### src/rtl/phase_clock_gen.sv
// Multi-channel programmable phase generator: derives NUM_CH clock-like waveforms
// from the base clock, with handshaked configuration applied at period boundaries.
module phase_clock_gen #(
   parameter int unsigned NUM_CH         = 4,
   parameter int unsigned CNT_W          = 4,
   parameter int unsigned DEFAULT_PERIOD = 6
) (
   input  logic                      clock,
   input  logic                      reset,
   input  logic                      run,
   input  logic                      cfg_valid,
   output logic                      cfg_ready,
   input  logic [CNT_W-1:0]          cfg_period,
   input  logic [NUM_CH*CNT_W-1:0]   cfg_rise,
   input  logic [NUM_CH*CNT_W-1:0]   cfg_width,
   input  logic [NUM_CH-1:0]         cfg_invert,
   output logic [NUM_CH-1:0]         phase_out,
   output logic [CNT_W-1:0]          phase_count,
   output logic                      cycle_strobe,
   output logic                      cfg_error
);

   localparam logic [CNT_W-1:0] DEF_P = CNT_W'(DEFAULT_PERIOD);
   localparam logic [CNT_W-1:0] DEF_W = CNT_W'(DEFAULT_PERIOD / 2);

   typedef enum logic [1:0] {IDLE, RUN, PEND} state_t;

   state_t                    state, n_state;
   logic [CNT_W-1:0]          act_period, n_period, pnd_period;
   logic [NUM_CH*CNT_W-1:0]   act_rise, n_rise, pnd_rise;
   logic [NUM_CH*CNT_W-1:0]   act_width, n_width, pnd_width;
   logic [NUM_CH-1:0]         act_invert, n_invert, pnd_invert;
   logic [CNT_W-1:0]          n_count;
   logic [NUM_CH-1:0]         n_phase;
   logic                      accept, cfg_ok, take, wrap, n_store;
   logic [CNT_W-1:0]          r_i, w_i, d_i;

   // Offered configuration validity: period >= 2 and every rise inside the period.
   always_comb begin
      cfg_ok = (cfg_period >= CNT_W'(2));
      for (int i = 0; i < int'(NUM_CH); i++) begin
         if (cfg_rise[i*CNT_W +: CNT_W] >= cfg_period) cfg_ok = 1'b0;
      end
   end

   assign accept = cfg_valid & cfg_ready;
   assign take   = accept & cfg_ok;
   assign wrap   = (phase_count == CNT_W'(act_period - CNT_W'(1)));

   // Next state, count and active configuration.
   always_comb begin
      n_state  = state;
      n_count  = phase_count;
      n_period = act_period;
      n_rise   = act_rise;
      n_width  = act_width;
      n_invert = act_invert;
      n_store  = 1'b0;
      if (!run) begin
         n_state = IDLE;
         n_count = '0;
         if (state == PEND) begin
            n_period = pnd_period;
            n_rise   = pnd_rise;
            n_width  = pnd_width;
            n_invert = pnd_invert;
         end else if (take) begin
            n_period = cfg_period;
            n_rise   = cfg_rise;
            n_width  = cfg_width;
            n_invert = cfg_invert;
         end
      end else begin
         case (state)
            IDLE: begin
               n_state = RUN;
               n_count = '0;
               if (take) begin
                  n_period = cfg_period;
                  n_rise   = cfg_rise;
                  n_width  = cfg_width;
                  n_invert = cfg_invert;
               end
            end
            RUN: begin
               n_count = wrap ? '0 : CNT_W'(phase_count + CNT_W'(1));
               if (take) begin
                  n_state = PEND;
                  n_store = 1'b1;
               end
            end
            PEND: begin
               if (wrap) begin
                  n_count  = '0;
                  n_state  = RUN;
                  n_period = pnd_period;
                  n_rise   = pnd_rise;
                  n_width  = pnd_width;
                  n_invert = pnd_invert;
               end else begin
                  n_count = CNT_W'(phase_count + CNT_W'(1));
               end
            end
            default: n_state = IDLE;
         endcase
      end
   end

   // Waveform from next count; rise < period so the modulo is a single conditional add.
   always_comb begin
      n_phase = '0;
      r_i     = '0;
      w_i     = '0;
      d_i     = '0;
      for (int i = 0; i < int'(NUM_CH); i++) begin
         r_i = n_rise[i*CNT_W +: CNT_W];
         w_i = n_width[i*CNT_W +: CNT_W];
         d_i = (n_count >= r_i) ? CNT_W'(n_count - r_i)
                                : CNT_W'(n_count + CNT_W'(n_period - r_i));
         n_phase[i] = (n_state == IDLE) ? n_invert[i] : ((d_i < w_i) ^ n_invert[i]);
      end
   end

   always_ff @(posedge clock) begin
      if (reset) begin
         state        <= IDLE;
         phase_count  <= '0;
         phase_out    <= '0;
         cycle_strobe <= 1'b0;
         cfg_error    <= 1'b0;
         cfg_ready    <= 1'b1;
         act_period   <= DEF_P;
         act_rise     <= '0;
         act_width    <= {NUM_CH{DEF_W}};
         act_invert   <= '0;
         pnd_period   <= '0;
         pnd_rise     <= '0;
         pnd_width    <= '0;
         pnd_invert   <= '0;
      end else begin
         state        <= n_state;
         phase_count  <= n_count;
         phase_out    <= n_phase;
         cycle_strobe <= (n_state != IDLE) && (n_count == '0);
         cfg_error    <= accept & ~cfg_ok;
         cfg_ready    <= (n_state != PEND);
         act_period   <= n_period;
         act_rise     <= n_rise;
         act_width    <= n_width;
         act_invert   <= n_invert;
         if (n_store) begin
            pnd_period <= cfg_period;
            pnd_rise   <= cfg_rise;
            pnd_width  <= cfg_width;
            pnd_invert <= cfg_invert;
         end
      end
   end

endmodule

### config.mk
export PLATFORM = sky130hd
export DESIGN_NAME = phase_clock_gen
export DESIGN_NICKNAME = d
export VERILOG_FILES = /design/src/rtl/phase_clock_gen.sv
export SDC_FILE = /design/constraint.sdc
export NUM_CORES = 1
export LEC_CHECK = 0
export CAP_MARGIN = 5
export CORE_MARGIN = 4
export CORE_UTILIZATION = 55
export CTS_CLUSTER_DIAMETER = 100
export CTS_CLUSTER_SIZE = 20
export DETAILED_ROUTE_END_ITERATION = 8
export PLACE_DENSITY = 0.79
export SLEW_MARGIN = 20
export SYNTH_ARGS = -nofsm -noshare
export SYNTH_HDL_FRONTEND = slang
export SYNTH_SLANG_ARGS = --single-unit
### constraint.sdc
create_clock -name clock -period 6.75 [get_ports clock]
set_input_delay 1.35 -clock clock [delete_from_list [all_inputs] [get_ports clock]]
set_output_delay 1.35 -clock clock [all_outputs]
set_load 0.05 [all_outputs]
==> results.txt, run 1 <==
Outcome - finished, final reports clean
WL/cell - 20.17 um
CP peak stage delay - 540 ps
Worst Tran Pin Value - 879.2 ps
Vias in the first global route - 8,063
Clock latency on the worst-skew pair - 360 ps
Distinct cell type count after synthesis - 68
Clock share of power - 26.9%
Post-route ant nets - 0
CTS sink cnt - 93
Vias per cell - 6.456
Sw Share - 35.55%
Non-filler cells, final - 1,293
Initial antenna violation count - 0
Register share of total power - 31.1%
HPWL after detailed placement - 18,100 um
Net Switching - 672.1 uW
Syn Std Cell Area - 7886 um^2
Final period util - 98.58%
WS Path Type - primary input to flip-flop
Yosys reg bits - 93
Max Clk Rate - 150.3 MHz
Combinational fraction of design power - 42.1%
Relative slew slack - 41.38%
Die Ht - 127.7 um
Final WL - 26,070 um
Design Area, Final - 9931 um^2
Slowest CP cell - fa_1
Congestion Overflow GR - 0
Max FO, Critical Path - 7
Startpoint types - primary input
Post-synth ARST share - 0%
Max-slew violations - 0
Nets - 1,230
Worst EP arrival - 6960 ps
Pleak - 0.004342 uW
P&R area growth vs syn - 25.92%
TritonCTS Buffers - 9
DRC Markers - 0
Power per Cell Area - 190.4 nW/um^2
Root Buffer Master - clkbuf_16
Core Rows - 43
H-tree depth - 3
Max rail drop VDD - 0.1482 mV
Dpl cell area - 9211 um^2
N_diodes - 0
Syn nets - 1,105
Initial DRC Count - 1,110
Depth of the worst register-to-register path - 25
Worst reg-to-reg setup slack - 920 ps
Die width - 127.7 um
Final hold vios - 0
Worst EP required - 7060 ps
Initial Util - 56.38%
Yosys warns - 0
Critical Path Stages - 27
Proportion of layout cells with a drive suffix above 1 - 23.99%
Final worst path period need - 6654 ps
Vias post-DR - 8,347
Hold Path Stages - 2
Hold crit path type - flip-flop to flip-flop
Main synth FF type - dfxtp_1
Int Power - 1218 uW
CP top delay family - simple AND/OR/NAND/NOR gates
Routability cong. - 0.9758
IO Port Bufs - 54
TritonRoute pass-1 iters - 6
CP Capture Type - flip-flop
Total Power - 1891 uW
CTS tree - built
Setup TNS - 0 ps
Dpl cells - 1,264
First-pass GRT wire length - 40,880 um
I/O pins - 55
Syn_area_per_cell - 8.023 um^2
Max_cap viols - 0
Post-synth EDFFs - 0
Post-CTS Hold Fix Bufs - 0
Die area - 16,320 um^2
Clock Pin Slew Worst Setup and Hold Paths - 70 ps
Buf+Inv Stages, Crit Path - 6
Largest net degree at the start of global routing - 50
Post-synthesis cell count - 983
GRT Total Usage - 31.19%
Sequential area share after synthesis - 23.61%
Clock buffer depth - 2
Core ar. - 13,990 um^2
Setup violators final - 0
Clock Skew - 4.109 ps
-- cells by family (layout without fill, tap and decap cells) --
logic type                 after synthesis  after routing  share of synthesized area [%]
xor gates and xnor gates                23             23                          2.745
buffers and inverters                  118            248                          6.299
AOI/OAI and AO/OA                      275            275                          23.51
DFF                                     93             93                          23.61
and+or+nand+nor                        316            316                          18.80
muxes                                   80             80                          11.14
adders and majority gates               78             78                          13.90
-- synth_stat cells (all sizes together), types with 21 or more instances --
cell type / count / area, um^2
mux2: 56 / 638.1
dfxtp: 93 / 1862
ha: 62 / 775.7
clkbuf: 44 / 165.2
buf: 26 / 151.4
a21oi: 107 / 535.5
nand2: 162 / 615.6
inv: 48 / 180.2
a221oi: 30 / 275.3
mux2i: 24 / 240.2
a21o: 21 / 157.7
nor2: 58 / 217.7
-- state kept, by name (all words and copies together) (netlist names) --
| name | flops |
|---|---|
| act_rise | 16 |
| act_width | 16 |
| pnd_rise | 16 |
| pnd_width | 16 |
| act_invert | 4 |
| act_period | 4 |
| phase_count | 4 |
| phase_out | 4 |
| pnd_invert | 4 |
| pnd_period | 4 |
| state | 2 |
| cfg_error | 1 |
| cfg_ready | 1 |
| cycle_strobe | 1 |
-- tightest hold or removal path, stage by stage, from the launching register on --
cell	delay, ps
dfxtp_1	320
nand2_1	60
a211oi_1	40
-- worst paths after layout --
check | from | end
setup / recovery | cfg_period[0] | phase_out[1]
hold / removal | cfg_ready | cfg_error
setup reg to reg | act_period[0] | phase_out[0]
hold reg to reg | cfg_ready | cfg_error
-- layer usage --
layer	vias to the layer above	wire length (um)	GRT usage, %
met5	-	0	0
met4	0	1064	14.92
met3	84	2211	3.917
met2	473	12140	50.86
met1	3971	10660	40.98
li1	3819	-	-
-- area by class of cell --
class                   instances  area (um^2)
repair buffers                184         1575
multi-input cells             772         5803
flip-flops and latches         93         1862
inverters                      48        180.2
fillers                      1044         4058
well taps                     180        225.2
clock buffers                  10        239.0
clock inverters                 6        46.29
-- through the flow --
| step | util, % | setup slack [ps] | hold WS, ps |
|---|---|---|---|
| detailed placement | 65.85 | -824.6 | 456.2 |
| global route | 70.99 | -82.74 | 486.7 |
| CTS | 69.45 | 0.6466 | 466.1 |
| finish | 70.99 | 96.10 | 460.2 |
| global placement | 65.85 | -639.0 | 445.0 |
| floorplan | - | 54.33 | 427.3 |
-- power groups by stage --
stage	logic (uW)	clock network, uW	registers, uW
2_1_floorplan	423	0	615
6_report	796	508	587
4_1_cts	754	508	586
5_1_grt	864	533	589
3_5_place_dp	722	0	599
3_3_place_gp	701	0	598
-- cell usage in the layout, fill, tap and decap left out, types with 6 or more instances in the layout --
| cell | instances |
|---|---|
| nand2_1 | 161 |
| a21oi_1 | 103 |
| nand4_1 | 13 |
| a211o_1 | 7 |
| a221oi_2 | 8 |
| nor2_1 | 54 |
| fa_1 | 16 |
| o211ai_1 | 16 |
| clkdlybuf4s50_1 | 33 |
| nor2b_1 | 6 |
| dlymetal6s2s_1 | 17 |
| buf_4 | 126 |
| a31oi_1 | 10 |
| mux2_2 | 46 |
| dfxtp_1 | 93 |
| a211oi_1 | 14 |
| nand3_1 | 19 |
| ha_4 | 6 |
| a221oi_1 | 21 |
| clkbuf_16 | 9 |
| inv_2 | 6 |
| nor3_1 | 11 |
| o21ai_0 | 15 |
| or3_1 | 6 |
| xnor2_1 | 17 |
| a21o_1 | 19 |
| nand2b_1 | 8 |
| ha_1 | 53 |
| mux2_4 | 10 |
| mux2i_1 | 24 |
| inv_1 | 42 |
-- what timing repair did --
item | in CTS | in global routing
resized for setup | 43 | 45
endpoints found under the setup margin | 4 | 4
pin swaps | 9 | 28
gates cloned | 0 | 0
setup buffers | 7 | 6
(Power assumes the default switching activity.)
==> run 2: changes to the inputs <==
--- a/config.mk
+++ b/config.mk
@@ -6,11 +6,14 @@
 export NUM_CORES = 1
 export LEC_CHECK = 0
 export CAP_MARGIN = 5
+export CELL_PAD_IN_SITES_DETAIL_PLACEMENT = 1
+export CELL_PAD_IN_SITES_GLOBAL_PLACEMENT = 2
 export CORE_MARGIN = 4
-export CORE_UTILIZATION = 55
+export CORE_UTILIZATION = 33
 export CTS_CLUSTER_DIAMETER = 100
 export CTS_CLUSTER_SIZE = 20
 export DETAILED_ROUTE_END_ITERATION = 8
+export MAX_ROUTING_LAYER = met4
 export PLACE_DENSITY = 0.79
 export SLEW_MARGIN = 20
 export SYNTH_ARGS = -nofsm -noshare
==> run 2 against run 1 <==
Net effect: sequential share of layout area is 0.73 points lower; critical endpoint is now phase_out[3]; first-iteration DRC count is 57% lower; sequential power hardly changed; fmax is 0.20% higher; critical path depth is 1 lower; design area is 4.1% higher; largest power group unchanged; setup slack better by 13 ps; clock power is 9.3% higher; register-to-register slack worse by 90 ps; highest routed layer unchanged; die area is 62% higher.
==> results.txt, run 2 (synthesized netlist as in run 1, its figures left out) <==
WS Path Type - primary input to flip-flop
CTS sink cnt - 93
Worst slack, placed - -897.1 ps
Initial antenna violation count - 0
Post-CTS Hold Fix Bufs - 0
Final period util - 98.38%
Vias per cell - 5.536
Register share of total power - 28.9%
Outcome - finished, final reports clean
Initial Util - 33.60%
Vias in the first global route - 8,168
Max FO, Critical Path - 5
N_diodes - 0
Fillers - 2,780
Setup violators final - 0
Startpoint types - primary input
Combinational fraction of design power - 43.8%
Setup WS post-layout - 109.6 ps
HPWL after detailed placement - 21,300 um
Hold WS - 472.3 ps
Final worst path period need - 6640 ps
Most common cell after layout, fill and taps aside - nand2_1
Dpl cells - 1,403
Largest net degree at the start of global routing - 57
Total Power - 2033 uW
Clock latency on the worst-skew pair - 370 ps
Final WL - 29,380 um
First-pass GRT wire length - 45,730 um
Relative slew slack - 30.16%
Max-slew violations - 0
Die width - 162.6 um
P&R area growth vs syn - 31.05%
TritonRoute pass-1 iters - 5
Max Clk Rate - 150.6 MHz
Clock Skew - 12.97 ps
Die Ht - 162.6 um
Nets - 1,226
Routability cong. - 0.8356
Worst EP arrival - 6900 ps
Max_cap viols - 0
Clock Pin Slew Worst Setup and Hold Paths - 80 ps
Worst Tran Pin Value - 1048 ps
Die area - 26,440 um^2
IO Port Bufs - 54
Design Area, Final - 10,330 um^2
Area of the multi-input gates - 6013 um^2
GRT Total Usage - 22.61%
CP Capture Type - flip-flop
Root Buffer Master - clkbuf_16
Non-filler cells, final - 1,428
Core Rows - 56
Core ar. - 23,470 um^2
DRC Markers - 0
H-tree depth - 3
CTS tree - built
Congestion Overflow GR - 0
Pleak - 0.004347 uW
Final hold vios - 0
Power per Cell Area - 196.7 nW/um^2
Max rail drop VDD - 0.1275 mV
Dpl cell area - 9453 um^2
Int Power - 1303 uW
Clock buffer depth - 2
Most frequent cells in the layout - nand2_1 (161), buf_4 (120), a21oi_1 (101), dfxtp_1 (93), nor2_1 (54)
Worst EP required - 7010 ps
Proportion of layout cells with a drive suffix above 1 - 25.52%
WL/cell - 20.57 um
Storage element area - 1862 um^2
TritonCTS Buffers - 9
Vias post-DR - 7,906
Initial DRC Count - 482
Sw Share - 35.93%
Net Switching - 730.6 uW
Clock share of power - 27.3%
Post-route ant nets - 0
Hold crit path type - flip-flop to flip-flop
I/O pins - 55
[run 2: changes by cell type in the layout (fill, tap and decap cells not counted), moves of 4 or more]
cell and delta:
a211oi_2 +4, buf_4 -6, dlygate4sd2_1 +7, dlymetal6s2s_1 -9, ha_1 -4, ha_4 +5, mux2_2 -6, mux2_4 +6
[run 2: timing repair]
action,4_1_cts,5_1_grt
pin swaps,20,32
resized for setup,63,54
buffers inserted,3,5
gates cloned,1,0
setup endpoints to repair,4,4
[run 2: per-layer routing]
| layer | routed length [um] | share of wire [%] | global-route usage (%) |
|---|---|---|---|
| met1 | 13550 | 46 | 29.13 |
| met2 | 14190 | 48 | 37.51 |
| met3 | 1162 | 4.0 | 3.569 |
| met4 | 473 | 1.6 | 5.337 |
| met5 | 0 | 0 | - |
[run 2: cell type report]
| class | instances | area share, % |
|---|---|---|
| flip-flops and latches | 93 | 18.01 |
| inverters | 48 | 1.743 |
| multi-input cells | 772 | 58.18 |
| clock buffers | 9 | 2.179 |
| clock inverters | 7 | 0.7627 |
| repair buffers | 180 | 15.25 |
| well taps | 319 | 3.862 |
[run 2: worst max-delay path, cell delays in order]
cell,delay (ps)
dlygate4sd2_1,270
inv_1,140
ha_4,220
nor3b_2,170
nor2_2,60
nor3_2,220
and3_4,250
bufbuf_16,260
buf_4,140
mux2_4,310
a211oi_2,210
a21o_1,160
buf_12,130
buf_4,100
fa_1,410
inv_2,90
ha_4,210
a21oi_4,170
xnor2_2,90
or3_4,380
and4b_1,210
a211o_1,230
ha_1,300
a311oi_2,300
buf_4,180
mux2_2,320
[run 2: power by group through the flow]
stage	sequential (uW)	clock [uW]	combinational (uW)
finish	587	555	891
global route	590	592	977
CTS	587	565	823
detailed placement	599	0	756
global placement	599	0	737
floorplan	615	0	423
[run 2: path summary, 6_finish.rpt]
check                start            to  slack (ps)  cells past startpoint
max            cfg_rise[4]  phase_out[3]         110                     26
min           pnd_width[0]  pnd_width[0]         470                      2
max reg2reg  act_period[0]  phase_out[0]         830                     23
min reg2reg   pnd_width[0]  pnd_width[0]         470                      2
[run 2: per-stage QoR]
stage	util, %	TNS, ps
floorplan	-	0
global placement	40.27	-2268
detailed placement	40.27	-2718
CTS	42.79	-12.16
global route	44.03	-158.0
finish	44.03	0
==> run 3: changes to the inputs <==
--- a/config.mk
+++ b/config.mk
@@ -11,7 +11,6 @@
 export CORE_MARGIN = 4
 export CORE_UTILIZATION = 33
 export CTS_CLUSTER_DIAMETER = 100
-export CTS_CLUSTER_SIZE = 20
 export DETAILED_ROUTE_END_ITERATION = 8
 export MAX_ROUTING_LAYER = met4
 export PLACE_DENSITY = 0.79
==> results of run 3 <==
Same layout as run 2: the final DEF is identical, and so are final timing and power.
